<file path="src/rtl/bin_mult_result_collector_pkg.sv">
// bin_mult_pkg
//   Shared constants for the binary-multiplier Wishbone blocks: register
//   offsets within a block's window, CTRL bit positions and the default
//   popcount/accumulator widths.
//   Also used by wb_top_bin_mult, so keep it free of block-specific logic.
package bin_mult_pkg;

    localparam int CNT_W_DEF = 7;
    localparam int ACC_W_DEF = 12;

    // Byte offsets from the block's base address
    localparam logic [4:0] REG_CTRL   = 5'h00;
    localparam logic [4:0] REG_CHUNKS = 5'h04;
    localparam logic [4:0] REG_THRESH = 5'h08;
    localparam logic [4:0] REG_STATUS = 5'h0C;
    localparam logic [4:0] REG_RESULT = 5'h10;

    // CTRL bit positions
    localparam int CTRL_ENABLE = 0;
    localparam int CTRL_CLEAR  = 1;  // write-1, self-clearing
    localparam int CTRL_FLUSH  = 2;  // write-1, self-clearing
    localparam int CTRL_IRQ_EN = 3;

    // True when a 5-bit offset lands on one of the implemented registers
    function automatic logic is_reg_offset(input logic [4:0] off);
        return (off == REG_CTRL) || (off == REG_CHUNKS) || (off == REG_THRESH) ||
               (off == REG_STATUS) || (off == REG_RESULT);
    endfunction

endpackage

</file>
<file path="src/rtl/bin_mult_result_collector_if.sv">
// bin_mult_result_collector_if
//   Classic Wishbone slave bus as seen by the result collector.
//   master modport: the Caravel Wishbone master (or a bench) drives requests.
//   slave  modport: the collector returns ack and read data.
interface bin_mult_result_collector_if;
    logic        wb_stb_i;
    logic        wb_cyc_i;
    logic        wb_we_i;
    logic [31:0] wb_adr_i;
    logic [31:0] wb_dat_i;
    logic        wb_ack_o;
    logic [31:0] wb_dat_o;

    modport master (
        output wb_stb_i, wb_cyc_i, wb_we_i, wb_adr_i, wb_dat_i,
        input  wb_ack_o, wb_dat_o
    );

    modport slave (
        input  wb_stb_i, wb_cyc_i, wb_we_i, wb_adr_i, wb_dat_i,
        output wb_ack_o, wb_dat_o
    );
endinterface

</file>
<file path="src/rtl/bin_mult_result_collector_fifo.sv">
// bm_sync_fifo
//   Small synchronous FIFO for packed activation words.
//   Ports: clk, reset (sync, active-high), clear (sync flush of contents),
//          push/push_data, pop, head (current front word), full, empty, count.
//   A pop on an empty FIFO is ignored. When full, a simultaneous pop frees
//   the slot first so the push is accepted and count stays the same.
module bm_sync_fifo #(
    parameter int WIDTH = 32,
    parameter int DEPTH = 4
) (
    input  logic                     clk,
    input  logic                     reset,
    input  logic                     clear,
    input  logic                     push,
    input  logic [WIDTH-1:0]         push_data,
    input  logic                     pop,
    output logic [WIDTH-1:0]         head,
    output logic                     full,
    output logic                     empty,
    output logic [$clog2(DEPTH):0]   count
);
    localparam int AW = $clog2(DEPTH);

    logic [WIDTH-1:0] mem [DEPTH];
    logic [AW-1:0]    wr_ptr_reg;
    logic [AW-1:0]    rd_ptr_reg;
    logic [AW:0]      count_reg;
    logic             do_pop;
    logic             do_push;

    assign empty   = (count_reg == '0);
    assign full    = (count_reg == (AW+1)'(DEPTH));
    assign count   = count_reg;
    assign head    = mem[rd_ptr_reg];
    assign do_pop  = pop && !empty;
    assign do_push = push && (!full || do_pop);

    // Storage is not reset: the pointers alone define what is valid
    always_ff @(posedge clk) begin
        if (do_push && !reset && !clear) begin
            mem[wr_ptr_reg] <= push_data;
        end
    end

    always_ff @(posedge clk) begin
        if (reset || clear) begin
            wr_ptr_reg <= '0;
            rd_ptr_reg <= '0;
            count_reg  <= '0;
        end else begin
            if (do_push) begin
                wr_ptr_reg <= wr_ptr_reg + 1'b1;
            end
            if (do_pop) begin
                rd_ptr_reg <= rd_ptr_reg + 1'b1;
            end
            if (do_push && !do_pop) begin
                count_reg <= count_reg + 1'b1;
            end else if (do_pop && !do_push) begin
                count_reg <= count_reg - 1'b1;
            end
        end
    end
endmodule

</file>
<file path="src/rtl/bin_mult_result_collector.sv">
// bin_mult_result_collector
//   Downstream stage of the binary multiplier. Accumulates CHUNKS popcount
//   results per neuron, thresholds the sum into one activation bit, packs 32
//   bits per word and queues the words for readback over Wishbone.
//   Ports: clk, reset (sync, active-high)
//          in_valid/in_cnt   popcount results from the multiplier controller
//          wb                Wishbone slave (register window at BASE_ADDRESS)
//          act_valid_o/act_o one-cycle activation pulse and its bit
//          irq_o             FIFO non-empty and CTRL.irq_en
module bin_mult_result_collector
    import bin_mult_pkg::*;
#(
    parameter logic [31:0] BASE_ADDRESS = 32'h3000_0010,
    parameter int          CNT_W        = CNT_W_DEF,
    parameter int          ACC_W        = ACC_W_DEF,
    parameter int          FIFO_DEPTH   = 4
) (
    input  logic                         clk,
    input  logic                         reset,
    input  logic                         in_valid,
    input  logic [CNT_W-1:0]             in_cnt,
    bin_mult_result_collector_if.slave   wb,
    output logic                         act_valid_o,
    output logic                         act_o,
    output logic                         irq_o
);
    localparam logic [0:0] WB_IDLE = 1'b0;
    localparam logic [0:0] WB_ACK  = 1'b1;

    // ---------------- registers ----------------
    logic [0:0]       wb_state_reg;
    logic [31:0]      rdata_reg;
    logic             enable_reg, irq_en_reg, overflow_reg;
    logic [7:0]       chunks_reg;
    logic [ACC_W-1:0] thresh_reg;
    logic [ACC_W-1:0] acc_reg, acc_next;
    logic [7:0]       chunk_cnt_reg, chunk_cnt_next;
    logic [4:0]       bit_idx_reg, bit_idx_next;
    logic [31:0]      pack_reg, pack_next;
    logic             act_valid_reg, act_reg;

    // ---------------- Wishbone decode ----------------
    logic [31:0] offset;
    logic [4:0]  reg_sel;
    logic        addr_hit, accept, wr_en, rd_en;
    logic        clear, flush, pop_req;

    assign offset   = wb.wb_adr_i - BASE_ADDRESS;
    assign reg_sel  = offset[4:0];
    assign addr_hit = (offset[31:5] == '0) && is_reg_offset(reg_sel);
    // Only accept from IDLE: the cycle after an ack can never ack again
    assign accept   = wb.wb_stb_i && wb.wb_cyc_i && addr_hit && (wb_state_reg == WB_IDLE);
    assign wr_en    = accept && wb.wb_we_i;
    assign rd_en    = accept && !wb.wb_we_i;
    assign clear    = wr_en && (reg_sel == REG_CTRL) && wb.wb_dat_i[CTRL_CLEAR];
    assign flush    = wr_en && (reg_sel == REG_CTRL) && wb.wb_dat_i[CTRL_FLUSH] && !clear;
    assign pop_req  = rd_en && (reg_sel == REG_RESULT);

    // Bits of the write bus no register implements
    logic unused_dat;
    assign unused_dat = &{1'b0, wb.wb_dat_i[31:ACC_W]};

    // ---------------- FIFO ----------------
    logic                        push;
    logic [31:0]                 push_word;
    logic [31:0]                 fifo_head;
    logic                        fifo_full, fifo_empty;
    logic [$clog2(FIFO_DEPTH):0] fifo_count;

    bm_sync_fifo #(.WIDTH(32), .DEPTH(FIFO_DEPTH)) u_fifo (
        .clk       (clk),
        .reset     (reset),
        .clear     (clear),
        .push      (push && !clear),
        .push_data (push_word),
        .pop       (pop_req),
        .head      (fifo_head),
        .full      (fifo_full),
        .empty     (fifo_empty),
        .count     (fifo_count)
    );

    // ---------------- accumulate / threshold / pack ----------------
    logic [7:0]     chunks_eff;
    logic [ACC_W:0] sum_wide;
    logic [ACC_W-1:0] sum_sat;
    logic           step, last_chunk, act_bit, act_fire;

    assign chunks_eff = (chunks_reg == 8'd0) ? 8'd1 : chunks_reg;
    assign sum_wide   = {1'b0, acc_reg} + {{(ACC_W+1-CNT_W){1'b0}}, in_cnt};
    assign sum_sat    = sum_wide[ACC_W] ? {ACC_W{1'b1}} : sum_wide[ACC_W-1:0];
    assign step       = enable_reg && in_valid && !clear;
    // ">=" so that shrinking CHUNKS mid-neuron completes on the next input
    assign last_chunk = (chunk_cnt_reg >= (chunks_eff - 8'd1));
    assign act_bit    = (sum_sat >= thresh_reg);
    assign act_fire   = step && last_chunk;

    always_comb begin
        acc_next       = acc_reg;
        chunk_cnt_next = chunk_cnt_reg;
        bit_idx_next   = bit_idx_reg;
        pack_next      = pack_reg;
        push           = 1'b0;
        push_word      = pack_reg;
        if (step) begin
            if (last_chunk) begin
                acc_next       = '0;
                chunk_cnt_next = '0;
                pack_next[bit_idx_reg] = act_bit;
                bit_idx_next   = bit_idx_reg + 5'd1;
                if (bit_idx_reg == 5'd31) begin
                    push      = 1'b1;
                    push_word = pack_next;
                    pack_next = '0;
                end
            end else begin
                acc_next       = sum_sat;
                chunk_cnt_next = chunk_cnt_reg + 8'd1;
            end
        end
        // Flush sees the word including any bit completed this cycle; after a
        // wrap bit_idx_next is already 0 so flush is a no-op then.
        if (flush && (bit_idx_next != 5'd0)) begin
            push         = 1'b1;
            push_word    = pack_next;
            pack_next    = '0;
            bit_idx_next = '0;
        end
    end

    // ---------------- read mux ----------------
    logic [31:0] rd_mux;
    always_comb begin
        rd_mux = '0;
        case (reg_sel)
            REG_CTRL:   rd_mux = {28'd0, irq_en_reg, 2'b00, enable_reg};
            REG_CHUNKS: rd_mux = {24'd0, chunks_reg};
            REG_THRESH: rd_mux = {{(32-ACC_W){1'b0}}, thresh_reg};
            REG_STATUS: rd_mux = {19'd0, bit_idx_reg, 1'b0, overflow_reg,
                                  fifo_full, fifo_empty, 4'(fifo_count)};
            REG_RESULT: rd_mux = fifo_empty ? 32'd0 : fifo_head;
            default:    rd_mux = '0;
        endcase
    end

    always_ff @(posedge clk) begin
        if (reset) begin
            wb_state_reg  <= WB_IDLE;
            rdata_reg     <= '0;
            enable_reg    <= 1'b0;
            irq_en_reg    <= 1'b0;
            chunks_reg    <= 8'd1;
            thresh_reg    <= '0;
            overflow_reg  <= 1'b0;
            acc_reg       <= '0;
            chunk_cnt_reg <= '0;
            bit_idx_reg   <= '0;
            pack_reg      <= '0;
            act_valid_reg <= 1'b0;
            act_reg       <= 1'b0;
        end else begin
            wb_state_reg <= accept ? WB_ACK : WB_IDLE;
            rdata_reg    <= rd_en ? rd_mux : 32'd0;

            if (wr_en && (reg_sel == REG_CTRL)) begin
                enable_reg <= wb.wb_dat_i[CTRL_ENABLE];
                irq_en_reg <= wb.wb_dat_i[CTRL_IRQ_EN];
            end
            if (wr_en && (reg_sel == REG_CHUNKS)) begin
                chunks_reg <= wb.wb_dat_i[7:0];
            end
            if (wr_en && (reg_sel == REG_THRESH)) begin
                thresh_reg <= wb.wb_dat_i[ACC_W-1:0];
            end

            if (clear) begin
                overflow_reg <= 1'b0;
            end else if (push && fifo_full && !pop_req) begin
                overflow_reg <= 1'b1;
            end else if (rd_en && (reg_sel == REG_STATUS)) begin
                overflow_reg <= 1'b0;
            end

            if (clear) begin
                acc_reg       <= '0;
                chunk_cnt_reg <= '0;
                bit_idx_reg   <= '0;
                pack_reg      <= '0;
            end else begin
                acc_reg       <= acc_next;
                chunk_cnt_reg <= chunk_cnt_next;
                bit_idx_reg   <= bit_idx_next;
                pack_reg      <= pack_next;
            end

            act_valid_reg <= act_fire;
            act_reg       <= act_fire && act_bit;
        end
    end

    assign wb.wb_ack_o = (wb_state_reg == WB_ACK);
    assign wb.wb_dat_o = rdata_reg;
    assign act_valid_o = act_valid_reg;
    assign act_o       = act_reg;
    assign irq_o       = irq_en_reg && !fifo_empty;
endmodule

</file>
<file path="src/flat_wrapper.sv">
// flat-port wrapper written by rule: the top's interface ports become plain ports
module bin_mult_result_collector_flat import bin_mult_pkg::*;
#(
    parameter logic [31:0] BASE_ADDRESS = 32'h3000_0010,
    parameter int          CNT_W        = CNT_W_DEF,
    parameter int          ACC_W        = ACC_W_DEF,
    parameter int          FIFO_DEPTH   = 4
)
  (clk, reset, in_valid, in_cnt, act_valid_o, act_o, irq_o, wb_wb_stb_i, wb_wb_cyc_i, wb_wb_we_i, wb_wb_adr_i, wb_wb_dat_i, wb_wb_ack_o, wb_wb_dat_o);
  bin_mult_result_collector_if wb_i ();
  input  logic clk;
  input  logic reset;
  input  logic in_valid;
  input  logic [CNT_W-1:0] in_cnt;
  output logic act_valid_o;
  output logic act_o;
  output logic irq_o;
  input wire logic [$bits(wb_i.wb_stb_i)-1:0] wb_wb_stb_i;
  input wire logic [$bits(wb_i.wb_cyc_i)-1:0] wb_wb_cyc_i;
  input wire logic [$bits(wb_i.wb_we_i)-1:0] wb_wb_we_i;
  input wire logic [$bits(wb_i.wb_adr_i)-1:0] wb_wb_adr_i;
  input wire logic [$bits(wb_i.wb_dat_i)-1:0] wb_wb_dat_i;
  output wire logic [$bits(wb_i.wb_ack_o)-1:0] wb_wb_ack_o;
  output wire logic [$bits(wb_i.wb_dat_o)-1:0] wb_wb_dat_o;
  assign wb_i.wb_stb_i = wb_wb_stb_i;
  assign wb_i.wb_cyc_i = wb_wb_cyc_i;
  assign wb_i.wb_we_i = wb_wb_we_i;
  assign wb_i.wb_adr_i = wb_wb_adr_i;
  assign wb_i.wb_dat_i = wb_wb_dat_i;
  assign wb_wb_ack_o = wb_i.wb_ack_o;
  assign wb_wb_dat_o = wb_i.wb_dat_o;
  bin_mult_result_collector #(.BASE_ADDRESS(BASE_ADDRESS), .CNT_W(CNT_W), .ACC_W(ACC_W), .FIFO_DEPTH(FIFO_DEPTH)) u_core (.clk(clk), .reset(reset), .in_valid(in_valid), .in_cnt(in_cnt), .wb(wb_i), .act_valid_o(act_valid_o), .act_o(act_o), .irq_o(irq_o));
endmodule
</file>
<file path="config.mk">
export PLATFORM = sky130hd
export DESIGN_NAME = bin_mult_result_collector_flat
export DESIGN_NICKNAME = d
export VERILOG_FILES = /design/src/rtl/bin_mult_result_collector_pkg.sv /design/src/rtl/bin_mult_result_collector_if.sv /design/src/rtl/bin_mult_result_collector_fifo.sv /design/src/rtl/bin_mult_result_collector.sv /design/src/flat_wrapper.sv
export SDC_FILE = /design/constraint.sdc
export NUM_CORES = 1
export LEC_CHECK = 0
export CAP_MARGIN = 20
export CORE_MARGIN = 1
export CORE_UTILIZATION = 45
export DETAILED_ROUTE_END_ITERATION = 10
export PLACE_DENSITY = 0.65
export SLEW_MARGIN = 20
export SYNTH_ARGS = -nofsm -noshare
export SYNTH_HDL_FRONTEND = slang
export SYNTH_SLANG_ARGS = --single-unit
export TNS_END_PERCENT = 30
</file>
<file path="constraint.sdc">
create_clock -name clk -period 12 [get_ports clk]
set_input_delay 1.8 -clock clk [delete_from_list [all_inputs] [get_ports clk]]
set_output_delay 1.8 -clock clk [all_outputs]
set_load 0.02 [all_outputs]
</file>
==> flow_metrics.env, run 1 <==
export IMPL_status="finished, final reports clean"
export IMPL_setup_viol=0
export IMPL_synth_area_um2=12300
export IMPL_maxSlewViolCount=0
export IMPL_reg2reg_slack_ns=6.48
export IMPL_clock_latency_ns=0.55
export IMPL_setup_tns_ns=0
export IMPL_synth_seq_cells=252
export IMPL_cp_common_cell="o21ai_0"
export IMPL_worst_path_max_delay_cell="o2111a_1"
export IMPL_rsz0062_at_grt="no"
export IMPL_antenna_found_initial=0
export IMPL_dr_pass1_iters=7
export IMPL_finClkSkew_ns=0.0192
export IMPL_clkTransAtPathRegs_ns=0.06
export IMPL_numClockSinks=252
export IMPL_io_pin_count=113
export IMPL_arrival_ns=7.20
export IMPL_drive_gt1_frac=0.101
export IMPL_period_minus_slack_ns=6.75
export IMPL_mostFrequentLayoutCell="edfxtp_1"
export IMPL_final_cell_mix="edfxtp_1, dfxtp_1, clkdlybuf4s50_1"
export IMPL_syn_avg_cell_area_um2=10.8
export IMPL_crit_path_max_incr_delay_ns=0.53
export IMPL_hpwl_um=19300
export IMPL_required_ns=12.45
export IMPL_cts_buffers=26
export IMPL_fp_dieH_um=168
export IMPL_min_period_over_period=0.563
export IMPL_synth_nets=1258
export IMPL_htree_levels=1
export IMPL_vias_per_cell=5.88
export IMPL_die_area_um2=28100
export IMPL_drc=0
export IMPL_cts_max_path_buffers=3
export IMPL_gp_congestion=0.815
export IMPL_post_cts_buffers=0
export IMPL_critPathMaxFanout=32
export IMPL_wl_per_cell_um=18.9
export IMPL_async_flop_share=0
export IMPL_grt_ovfl_total=0
export IMPL_port_buffers=92
export IMPL_drt_first_iter_violations=862
export IMPL_vdd_drop_max_v=0.0000956
export IMPL_path_cells="clkdlybuf4s50_1 > ha_1 > inv_1 > fa_1 > nor2b_1 > o21ai_0 > a21boi_0 > o21ai_0 > a21boi_0 > o2111a_1 > nor2_1 > ha_1 > nor2b_1 > o21ai_0 > nand3_1 > a31o_2 > and2_1 > a211oi_4 > buf_4 > nand4_1 > a31oi_1"
export IMPL_drv_cap=0
export IMPL_ys_flop_type="edfxtp_1"
export IMPL_min_path_type="flip-flop to flip-flop"
export IMPL_track_usage=0.212
export IMPL_core_area_um2=27000
export IMPL_clockRootBuffer="clkbuf_16"
export IMPL_ant_nets=0
export IMPL_synthesis_instances=1139
export IMPL_grt_max_degree=53
export IMPL_synth_edf_count=128
export IMPL_nNetsFinal=1327
export IMPL_worstSetupEndpoint="u_core.pack_reg[17]"
export IMPL_total_power_mw=1.78
export IMPL_r2r_start="u_core.chunks_reg[3]"
export IMPL_routed_wl_um=29600
export IMPL_syn2layout_area_growth_pct=16.4
export IMPL_start_kind="input pin"
export IMPL_grt_pass1_wl_um=47500
export IMPL_r2r_end="u_core.u_fifo.mem[2][1]"
export IMPL_cts_tree="done"
export IMPL_powerDensity_nw_per_um2=124
export IMPL_holdBufCountCts=0
export IMPL_cp_end_kind="flip-flop"
export IMPL_synth_warnings=0
export IMPL_die_x_um=168
export IMPL_grt_pass1_vias=9025
export IMPL_max_freq_mhz=148
export IMPL_seq_area_frac_synth=0.513
export IMPL_largest_register_ffs=128
export IMPL_critPathLaunch="in_cnt[0]"
export IMPL_vias=9233
export IMPL_r2r_cells=19
export IMPL_path_class="input pin to flip-flop"
export IMPL_num_rows=60
export IMPL_ys_types=77
export IMPL_power_leakage_nw=4.55
export IMPL_slew_headroom=0.284
export IMPL_worstHoldPathCells=2
export IMPL_tightest_slew_ns=1.07
export IMPL_cts_resized=0
export IMPL_start_util=0.458
export IMPL_antenna_cells=0
export IMPL_finalHoldViolCount=0
-- cell usage after synthesis, types with 4 or more instances --
cell type | number | area share
a211oi_1 | 6 | 0.0036
a21o_1 | 7 | 0.0043
a21oi_1 | 69 | 0.028
a22oi_1 | 17 | 0.010
a311oi_1 | 21 | 0.015
a31oi_1 | 43 | 0.022
and2_1 | 10 | 0.0051
and3_1 | 12 | 0.0061
buf_2 | 28 | 0.011
buf_4 | 5 | 0.0030
clkbuf_1 | 30 | 0.0091
dfxtp_1 | 124 | 0.20
edfxtp_1 | 128 | 0.31
ha_1 | 40 | 0.041
inv_1 | 49 | 0.015
mux2i_1 | 32 | 0.026
mux4_2 | 32 | 0.058
nand2_1 | 85 | 0.026
nand2b_1 | 5 | 0.0025
nand3_1 | 62 | 0.025
nand4_1 | 18 | 0.0091
nor2_1 | 73 | 0.022
nor2b_1 | 34 | 0.017
nor3_1 | 40 | 0.016
nor3b_1 | 16 | 0.0097
nor4_1 | 11 | 0.0056
o21a_1 | 4 | 0.0024
o21ai_0 | 24 | 0.0097
o31ai_1 | 4 | 0.0024
or2_2 | 7 | 0.0035
or3_1 | 11 | 0.0056
or4_1 | 7 | 0.0043
xnor2_1 | 12 | 0.0085
xor2_1 | 8 | 0.0057
-- power by group --
part	internal (mW)	total (mW)	switching, mW
Clock	0.454	0.791	0.338
Combinational	0.0337	0.0734	0.0396
Sequential	0.907	0.911	0.00387
-- worst max-delay path: cells and delay by family --
family / cells / cell delay, ns
AOI/OAI and AO/OA: 9 / 2.53
adders and majority gates: 3 / 0.86
buffers and inverters: 3 / 0.93
and+or+nand+nor: 6 / 1.05
-- metrics by stage --
stage          setup slack, ns   util  instances  hold WS (ns)  instance area (um^2)
5_1_grt                   4.95  0.533       1569         0.508                 14400
4_1_cts                   5.35  0.532       1568         0.478                 14300
3_3_place_gp              4.92  0.501       1520         0.467                 13500
3_5_place_dp              4.82  0.501       1520         0.473                 13500
2_1_floorplan             6.45      -       1139         0.432                 12300
6_report                  5.25  0.533       1569         0.479                 14400
-- routing by layer --
metal	track usage	up-vias	part of all wire	wire [um]
li1	-	4417	-	-
met1	0.281	4533	0.45	13300
met3	0.0279	57	0.044	1300
met4	0.0838	0	0.033	973
met2	0.353	226	0.47	14000
met5	0	-	0	0
-- how the worst min path moves through the flow --
stage,from,end,slack [ns]
finish,u_core.thresh_reg[9],u_core.wb.wb_dat_o[9],0.48
CTS,u_core.thresh_reg[9],u_core.wb.wb_dat_o[9],0.48
global route,u_core.overflow_reg,u_core.overflow_reg,0.51
floorplan,u_core.overflow_reg,u_core.overflow_reg,0.43
detailed placement,u_core.overflow_reg,u_core.overflow_reg,0.47
global placement,u_core.overflow_reg,u_core.overflow_reg,0.47
-- cell families after synthesis --
kind of cell	after synthesis	synth area share
flops	252	0.513
compound gates	229	0.126
buf+inv	116	0.0409
simple gates	412	0.175
xor+xnor	20	0.0142
fa+ha+maj	43	0.0446
mux	67	0.0871
-- final cells by class --
type	instances	area [um^2]
Clock inverter	17	151
Multi-Input combinational cell	771	5540
Sequential cell	252	6330
Clock buffer	31	689
Timing Repair Buffer	108	1040
Tap cell	341	427
Fill cell	2291	12600
Inverter	49	184
Power figures use the tool's default switching activity.
==> inputs of run 2 (changes only) <==
==> constraint.sdc (replaced) <==
create_clock -name clk -period 6.7 [get_ports clk]
set_input_delay 1.005 -clock clk [delete_from_list [all_inputs] [get_ports clk]]
set_output_delay 1.005 -clock clk [all_outputs]
set_load 0.02 [all_outputs]
==> run 2 against run 1 <==
Cell area about the same. Non-clock buffer count grew 5. Clock power grew 78%. Hold slack gained 0.0070 ns. Sequential cell count unchanged. Via count shrank 0.11%. Final cell count increased by 0.32%. Worst setup slack got worse by 4.1 ns. Critical path depth shrank 1. Power is 79% higher. First-iteration DRC count shrank 5.7%.
==> flow_metrics.env, run 2 (synthesis gave the netlist of run 1 again) <==
export IMPL_mostFrequentLayoutCell="edfxtp_1"
export IMPL_clkTransAtPathRegs_ns=0.06
export IMPL_max_freq_mhz=180
export IMPL_crit_family="compound AO/OA/AOI/OAI gates"
export IMPL_cts_buffers=26
export IMPL_ant_nets=0
export IMPL_port_buffers=92
export IMPL_path_class="input pin to flip-flop"
export IMPL_final_cell_mix="edfxtp_1, dfxtp_1, clkdlybuf4s50_1"
export IMPL_crit_cells=20
export IMPL_cp_end_kind="flip-flop"
export IMPL_crit_path_max_incr_delay_ns=0.52
export IMPL_min_path_type="flip-flop to flip-flop"
export IMPL_antenna_found_initial=0
export IMPL_start_kind="input pin"
export IMPL_slew_headroom=0.265
export IMPL_grt_max_degree=53
export IMPL_setup_viol=0
export IMPL_wl_met2_um=13800
export IMPL_critPathLaunch="in_cnt[0]"
export IMPL_worstSetupEndpoint="u_core.u_fifo.mem[1][30]"
export IMPL_drt_first_iter_violations=813
export IMPL_grt_pass1_wl_um=47400
export IMPL_nNetsFinal=1332
export IMPL_finalHoldViolCount=0
export IMPL_dr_wl_met3_um=1540
export IMPL_clockRootBuffer="clkbuf_16"
export IMPL_r2r_end="u_core.u_fifo.count[2]"
export IMPL_setup_tns_ns=0
export IMPL_total_power_mw=3.17
export IMPL_regArea_um2=6330
export IMPL_wl_per_cell_um=18.8
export IMPL_cts_tree="done"
export IMPL_start_util=0.458
export IMPL_drc=0
export IMPL_cts_max_path_buffers=3
export IMPL_tightest_slew_ns=1.10
export IMPL_status="finished, final reports clean"
export IMPL_vias=9223
export IMPL_dr_pass1_iters=5
export IMPL_numClockSinks=252
export IMPL_grt_ovfl_total=0
export IMPL_r2r_start="u_core.chunks_reg[2]"
export IMPL_nFillCells=2307
export IMPL_path_buf_inv=2
export IMPL_core_area_um2=27000
export IMPL_power_leakage_nw=4.57
export IMPL_drive_gt1_frac=0.0973
export IMPL_holdBufCountCts=0
export IMPL_worst_path_max_delay_cell="a21boi_0"
export IMPL_multi_input_area_um2=5530
export IMPL_maxSlewViolCount=0
export IMPL_reg2reg_slack_ns=1.55
export IMPL_routed_wl_um=29600
export IMPL_r2r_cells=24
export IMPL_powerDensity_nw_per_um2=221
export IMPL_drv_cap=0
export IMPL_period_minus_slack_ns=5.54
export IMPL_vias_per_cell=5.86
export IMPL_largest_register_ffs=128
export IMPL_fp_dieH_um=168
export IMPL_rsz0062_at_grt="no"
export IMPL_cp_common_cell="o21ai_0"
export IMPL_grt_pass1_vias=8707
export IMPL_io_pin_count=113
export IMPL_vdd_drop_max_v=0.000191
export IMPL_arrival_ns=5.83
export IMPL_syn2layout_area_growth_pct=16.4
export IMPL_met1Wirelength_um=13600
export IMPL_hpwl_um=19100
export IMPL_die_area_um2=28100
export IMPL_finClkSkew_ns=0.0123
export IMPL_antenna_cells=0
export IMPL_gp_congestion=0.806
export IMPL_path_cells="clkdlybuf4s50_1 > ha_1 > inv_1 > fa_1 > nor2b_1 > o21ai_0 > a21boi_0 > o21ai_0 > a21boi_0 > o21ai_0 > mux2_2 > ha_1 > o21ai_0 > a21oi_1 > nand2_1 > a31o_2 > nand2_1 > nor2_1 > maj3_1 > a21oi_1"
export IMPL_clock_latency_ns=0.54
export IMPL_die_x_um=168
export IMPL_num_rows=60
export IMPL_min_period_over_period=0.827
export IMPL_required_ns=6.98
export IMPL_cts_resized=0
export IMPL_post_cts_buffers=0
export IMPL_htree_levels=1
export IMPL_routed_top_layer="met4"
export IMPL_track_usage=0.211
export IMPL_critPathMaxFanout=9
## run 2: changes by cell type in the layout (fill, tap and decap cells not counted), moves of 2 or more
cell      delta
buf_4        +5
clkbuf_1     +3
clkinv_1     +2
clkinv_2     -2
nor2_1       +2
nor2_2       -2
## run 2: report_power, final
group	internal, mW	switching (mW)
clock	0.802	0.606
sequential	1.63	0.00684
combinational	0.0609	0.0708
## run 2: how the worst min path moves through the flow
| stage | from | endpoint | slack, ns | depth (start not counted) |
|---|---|---|---|---|
| after floorplan | u_core.overflow_reg | u_core.overflow_reg | 0.43 | 2 |
| after global placement | u_core.overflow_reg | u_core.overflow_reg | 0.47 | 2 |
| after detailed placement | u_core.overflow_reg | u_core.overflow_reg | 0.47 | 2 |
| after CTS | u_core.thresh_reg[10] | u_core.wb.wb_dat_o[10] | 0.48 | 2 |
| after global routing | u_core.overflow_reg | u_core.overflow_reg | 0.50 | 2 |
| final | u_core.thresh_reg[10] | u_core.wb.wb_dat_o[10] | 0.49 | 2 |
## run 2: layer usage
layer / track usage / vias to the layer above
met2: 0.348 / 264
met3: 0.0265 / 44
met5: 0 / -
li1: - / 4422
met4: 0.0527 / 0
met1: 0.294 / 4493
## run 2: area by class of cell
type | instances | share of cell area
Inverter | 49 | 0.0128
Multi-Input combinational cell | 771 | 0.385
Tap cell | 341 | 0.0297
Clock inverter | 15 | 0.00923
Sequential cell | 252 | 0.440
Timing Repair Buffer | 113 | 0.0753
Clock buffer | 33 | 0.0478
## run 2: worst min-delay path, delay by kind of cell, from the launching register on
| kind | cells | cell delay [ns] |
|---|---|---|
| simple gates | 1 | 0.06 |
| flops | 1 | 0.33 |
| compound gates | 1 | 0.05 |
## run 2: per-stage QoR
stage	utilization	area, um^2	hold WS, ns	setup slack [ns]	std cells
detailed placement	0.502	13500	0.471	0.728	1524
global placement	0.502	13500	0.468	0.805	1524
global route	0.533	14400	0.504	0.763	1574
finish	0.533	14400	0.486	1.16	1574
CTS	0.532	14300	0.483	1.25	1572
floorplan	-	12300	0.432	1.59	1139
